$ cat src/rtl/playbus_target.sv
// PlayBus target: synchronised bus decode, RAM/ROM/switch read mux, RAM write FSM, LED latch.
// Optional macro WRITE_COUNT_EN builds the saturating committed-write counter on WCNT.
module playbus_target #(
  parameter int DW = 8,
  parameter int AW = 4
) (
  input  logic          CK1KHZ,
  input  logic          n_CLR,
  input  logic          n_ROMO,
  input  logic          n_RAMO,
  input  logic          n_SWBEN,
  input  logic          n_RAMW,
  input  logic          LEDLTCH,
  input  logic [AW-1:0] ADD,
  input  logic [DW-1:0] DIN,
  input  logic [DW-1:0] SW,
  output logic [DW-1:0] DOUT,
  output logic          DOE,
  output logic [DW-1:0] LED,
  output logic          ERR,
  output logic [7:0]    WCNT
);

  // state    | meaning
  // W_IDLE   | waiting for n_RAMW to go low
  // W_ARMED  | n_RAMW low, waiting for release; n_RAMO low here aborts the write
  // W_COMMIT | one cycle: write DIN to RAM[ADD] unless aborted
  typedef enum logic [1:0] {W_IDLE, W_ARMED, W_COMMIT} wstate_t;

  logic          r_romo_s1, r_romo_s2;
  logic          r_ramo_s1, r_ramo_s2;
  logic          r_swben_s1, r_swben_s2;
  logic          r_ramw_s1, r_ramw_s2;
  logic          r_ledl_s1, r_ledl_s2, r_ledl_s3;
  logic [DW-1:0] r_mem [2**AW];
  logic [DW-1:0] r_dout;
  logic          r_doe;
  logic [DW-1:0] r_led;
  logic          r_led_ld;
  logic          r_err;
  logic          r_abort;
  wstate_t       r_wstate;

  logic [2:0]    w_en;
  logic          w_multi;
  logic          w_led_rise;
  logic          w_commit;
  logic          w_err_set;
  logic [DW-1:0] w_rom;

  always_ff @(posedge CK1KHZ or negedge n_CLR) begin
    if (!n_CLR) begin
      r_romo_s1  <= 1'b1;  r_romo_s2  <= 1'b1;
      r_ramo_s1  <= 1'b1;  r_ramo_s2  <= 1'b1;
      r_swben_s1 <= 1'b1;  r_swben_s2 <= 1'b1;
      r_ramw_s1  <= 1'b1;  r_ramw_s2  <= 1'b1;
      r_ledl_s1  <= 1'b0;  r_ledl_s2  <= 1'b0;  r_ledl_s3 <= 1'b0;
    end else begin
      r_romo_s1  <= n_ROMO;   r_romo_s2  <= r_romo_s1;
      r_ramo_s1  <= n_RAMO;   r_ramo_s2  <= r_ramo_s1;
      r_swben_s1 <= n_SWBEN;  r_swben_s2 <= r_swben_s1;
      r_ramw_s1  <= n_RAMW;   r_ramw_s2  <= r_ramw_s1;
      r_ledl_s1  <= LEDLTCH;  r_ledl_s2  <= r_ledl_s1;  r_ledl_s3 <= r_ledl_s2;
    end
  end

  assign w_en       = {~r_romo_s2, ~r_ramo_s2, ~r_swben_s2};
  assign w_multi    = (w_en[2] & w_en[1]) | (w_en[2] & w_en[0]) | (w_en[1] & w_en[0]);
  assign w_led_rise = r_ledl_s2 & ~r_ledl_s3;
  assign w_commit   = (r_wstate == W_COMMIT) & ~r_abort;
  assign w_err_set  = w_multi
                    | ((r_wstate == W_ARMED) & ~r_ramo_s2)
                    | (w_led_rise & ~r_doe & ~(|w_en));

  // ROM word is the address bits repeated across the data width
  always_comb begin
    w_rom = '0;
    for (int i = 0; i < DW; i++) w_rom[i] = ADD[i % AW];
  end

  always_ff @(posedge CK1KHZ or negedge n_CLR) begin
    if (!n_CLR) begin
      r_dout <= '0;
      r_doe  <= 1'b0;
    end else begin
      case (w_en)
        3'b100:  begin r_doe <= 1'b1; r_dout <= w_rom;      end
        3'b010:  begin r_doe <= 1'b1; r_dout <= r_mem[ADD]; end
        3'b001:  begin r_doe <= 1'b1; r_dout <= SW;         end
        default: r_doe <= 1'b0;
      endcase
    end
  end

  always_ff @(posedge CK1KHZ or negedge n_CLR) begin
    if (!n_CLR) begin
      r_wstate <= W_IDLE;
      r_abort  <= 1'b0;
    end else begin
      case (r_wstate)
        W_IDLE: begin
          r_abort <= 1'b0;
          if (!r_ramw_s2) r_wstate <= W_ARMED;
        end
        W_ARMED: begin
          if (!r_ramo_s2) r_abort <= 1'b1;
          if (r_ramw_s2) r_wstate <= W_COMMIT;
        end
        W_COMMIT: r_wstate <= W_IDLE;
        default:  r_wstate <= W_IDLE;
      endcase
    end
  end

  // Non-blocking write: a same-cycle read of the address sees the old word
  always_ff @(posedge CK1KHZ or negedge n_CLR) begin
    if (!n_CLR) begin
      for (int i = 0; i < 2**AW; i++) r_mem[i] <= '0;
    end else if (w_commit) begin
      r_mem[ADD] <= DIN;
    end
  end

  always_ff @(posedge CK1KHZ or negedge n_CLR) begin
    if (!n_CLR) begin
      r_led    <= '0;
      r_led_ld <= 1'b0;
      r_err    <= 1'b0;
    end else begin
      r_led_ld <= w_led_rise;
      if (r_led_ld) r_led <= DIN;
      if (w_err_set) r_err <= 1'b1;
    end
  end

`ifdef WRITE_COUNT_EN
  logic [7:0] r_wcnt;

  always_ff @(posedge CK1KHZ or negedge n_CLR) begin
    if (!n_CLR)                           r_wcnt <= 8'h00;
    else if (w_commit && r_wcnt != 8'hFF) r_wcnt <= r_wcnt + 8'h01;
  end

  assign WCNT = r_wcnt;
`else
  assign WCNT = 8'h00;
`endif

  assign DOUT = r_dout;
  assign DOE  = r_doe;
  assign LED  = r_led;
  assign ERR  = r_err;

endmodule

$ cat config.mk
export PLATFORM = sky130hd
export DESIGN_NAME = playbus_target
export DESIGN_NICKNAME = d
export VERILOG_FILES = /design/src/rtl/playbus_target.sv
export SDC_FILE = /design/constraint.sdc
export NUM_CORES = 1
export LEC_CHECK = 0
export CORE_MARGIN = 2
export CORE_UTILIZATION = 50
export DETAILED_ROUTE_END_ITERATION = 16
export HOLD_SLACK_MARGIN = 0.02
export PLACE_DENSITY = 0.76
export SETUP_SLACK_MARGIN = 0.3
export SLEW_MARGIN = 20
export SYNTH_ARGS = -nofsm -noshare
export SYNTH_HDL_FRONTEND = slang
export SYNTH_SLANG_ARGS = --single-unit
export TNS_END_PERCENT = 10
$ cat constraint.sdc
create_clock -name CK1KHZ -period 3.4 [get_ports CK1KHZ]
set_clock_uncertainty 0.15 [all_clocks]
set_input_delay 0.34 -clock CK1KHZ [delete_from_list [all_inputs] [get_ports CK1KHZ]]
set_output_delay 0.34 -clock CK1KHZ [all_outputs]
set_load 0.005 [all_outputs]
==> impl_results.md <==
* Warnings, synthesis at 0
* Hold Crit Class: input port to flop
* Post-synth top area share at 0.519
* Worst-path fanout max at 17
* Unrepaired setup endpoints after global routing: no
* Number of flops mapped to enable cells by yosys at 0
* Core Footprint at 14500 sq um
* Ant. Diodes at 0
* Asr flop ratio synth at 1.00
* Met1 usage at 0.298
* DRC at 0
* Reg clk slew, reported paths at 0.06 ns
* Number of vias per cell at 5.93
* Setup crit end kind: flop
* Reg2reg start: r_abort
* PortBufs at 44
* Wire per inst at 21.8 microns
* Worst Hold Path EP: r_ramo_s1
* Slowest cell on the critical path: and2_1
* Synth Instances at 524
* Worst slew pin tran at 0.975 ns
* Largest net degree at the start of global routing at 103
* Avg Cell Area, Syn at 14.1 sq um
* Nets at 590
* Final Util at 0.587
* Dpl hpwl at 11000 microns
* Number of setup violations in the final report at 0
* Hold depth at 1
* Synth top area cells: dfrtp_1, mux2_2, mux2i_1
* Seq/Total Area, Yosys at 0.547
* Longest Clk Path Bufs at 2
* Worst-Skew Late Latency at 0.43 ns
* Worst path cell trace: clkdlybuf4s50_1, buf_4, and2_1, a22oi_1, and3_1, o32a_1
* DRT iter0 DRCs at 389
* Die ar. at 15700 sq um
* # H-tree levels at 4
* CP Launch Type: input port
* Reg-to-Reg End: r_mem[89]
* Die Wd at 125 microns
* Synth Flop Type: dfrtp_1
* Placed inst area at 7900 sq um
* CTS buffer count at 17
* Root buf cell: clkbuf_16
* Row count at 44
* FF-to-FF path depth at 4
* Hold path startpoint: n_RAMO
* Maximum vdd drop at 0.000347 V
* CTS sink cnt at 161
* Setup slack, reg-to-reg at 1.29 ns
* Final Max Slew Viols at 0
* Final Cycle Share at 0.674
* Maximum Capacitance Violations at 0
* Postcts setup bufs at 0
* Crit Path Category: input port to flop
* I/O pin total at 53
* Post-synth top area cell: dfrtp_1
* Status: completed
* Initial Utilization at 0.510
* Setup_tns at 0 ns
* Drt pass-1 iters at 5
* Total Wirelength at 16500 microns
* Top Usage Layer GRT: met2
* Max incr delay on CP at 0.59 ns
* Initial antenna violation count at 0
* Global-route wire length before repair at 26900 microns
* Distinct cell type count after synthesis at 42
* # fillers at 1126
* Worst EP arrival at 2.45 ns
* Antenna viol nets, final at 0
* Vias in the first global route at 4822
* P_leak at 4.04 nW
* Power per standard cell area at 557 nW/um^2
* Area growth syn-to-layout at 15.2%
* GR Layer Usage met3 at 0.0488
* Final min period at 2.29 ns
* Mapped Area at 7380 sq um
* Design Area, Final at 8500 sq um
* #FFs+latches synth at 161
* Final hold viol count at 0
* Max frequency at 0.437 GHz
* Vias at 4498
* Total congestion overflow at 0
* Met2 Usage GRT at 0.348
* CTS tree: built
* Req. time, crit path at 3.56 ns
* Height of the die at 125 microns
* Most frequent cell after synthesis: dfrtp_1
* Share of layout cells above drive strength 1 at 0.355
* Synth cell count leaders: dfrtp_1, mux2_2, mux2i_1
* Slew margin rel. at 0.350
* Global-route usage over all layers at 0.222
* Placer Congestion at 0.901
routing by layer:
metal  wire (microns)  up-vias
met1             7270     2318
met3              970       36
met4              477        0
met5                0        -
met2             7820      153
li1                 -     1991
final cells by class:
| cell class | instances | area [sq um] | area share |
|---|---|---|---|
| sequential | 161 | 4040 | 0.475 |
| multi-input combinational | 328 | 3110 | 0.365 |
| tap | 184 | 230 | 0.0271 |
| clock buffer | 21 | 460 | 0.0541 |
| clock inverter | 10 | 135 | 0.0159 |
| timing repair buffer | 54 | 529 | 0.0622 |
| inverter | 1 | 3.75 | 0.000441 |
layout by cell type (no fill, tap or decap), types with 9 or more instances in the layout:
cell type	instances
dfrtp_1	153
a22oi_1	16
a22o_1	14
clkbuf_16	17
mux2i_1	61
buf_4	9
mux2_2	133
clkdlybuf4s50_1	42
a21oi_1	9
report_power, final:
| group | leakage (nW) | switching, mW | internal [mW] |
|---|---|---|---|
| clock network | 0.281 | 0.736 | 1.18 |
| registers | 2.12 | 0.119 | 2.12 |
| logic | 1.65 | 0.260 | 0.317 |
| total | 4.04 | 1.11 | 3.62 |
kinds of logic (layout without fill, tap and decap cells):
logic type | count (synthesis) | in the layout | share of synthesized area
other | 1 | 8 | 0.000508
AOI/OAI and AO/OA | 59 | 59 | 0.0602
buffers and inverters | 42 | 86 | 0.0354
DFF | 161 | 161 | 0.547
muxes | 199 | 199 | 0.297
and+or+nand+nor | 62 | 62 | 0.0593
flip-flops by register name, indices dropped and copies added (netlist names), 2 cells and up:
name      count
DOUT          8
r_wstate      2
LED           8
r_mem       128
worst max path at each step:
stage / from / to / cells after the start
finish: ADD[2] / DOUT[3] / 6
global route: ADD[0] / DOUT[3] / 5
CTS: ADD[2] / DOUT[5] / 6
detailed placement: ADD[2] / DOUT[5] / 6
global placement: ADD[2] / DOUT[2] / 6
floorplan: ADD[1] / r_mem[120] / 6
metrics by stage:
stage               total power, mW  hold WS, ns  setup slack [ns]  instances
floorplan                      2.59       -0.106              1.57        531
global placement               2.82        0.193             0.742        727
detailed placement             2.85        0.185             0.693        727
CTS                            4.78        0.160              1.15        759
global route                   4.93        0.161              1.05        759
finish                         4.74        0.171              1.11        759
worst max-delay path: cells and delay by family:
kind,cells,cell delay (ns)
AO/OA/AOI/OAI,2,0.52
AND/OR/NAND/NOR,2,0.81
buffers and inverters,2,0.76
what timing repair did:
item | 4_1_cts | 5_1_grt
resized for setup | 0 | 0
hold buffers | 1 | 0
hold endpoints to repair | 100 | 0
Power figures use the tool's default switching activity.
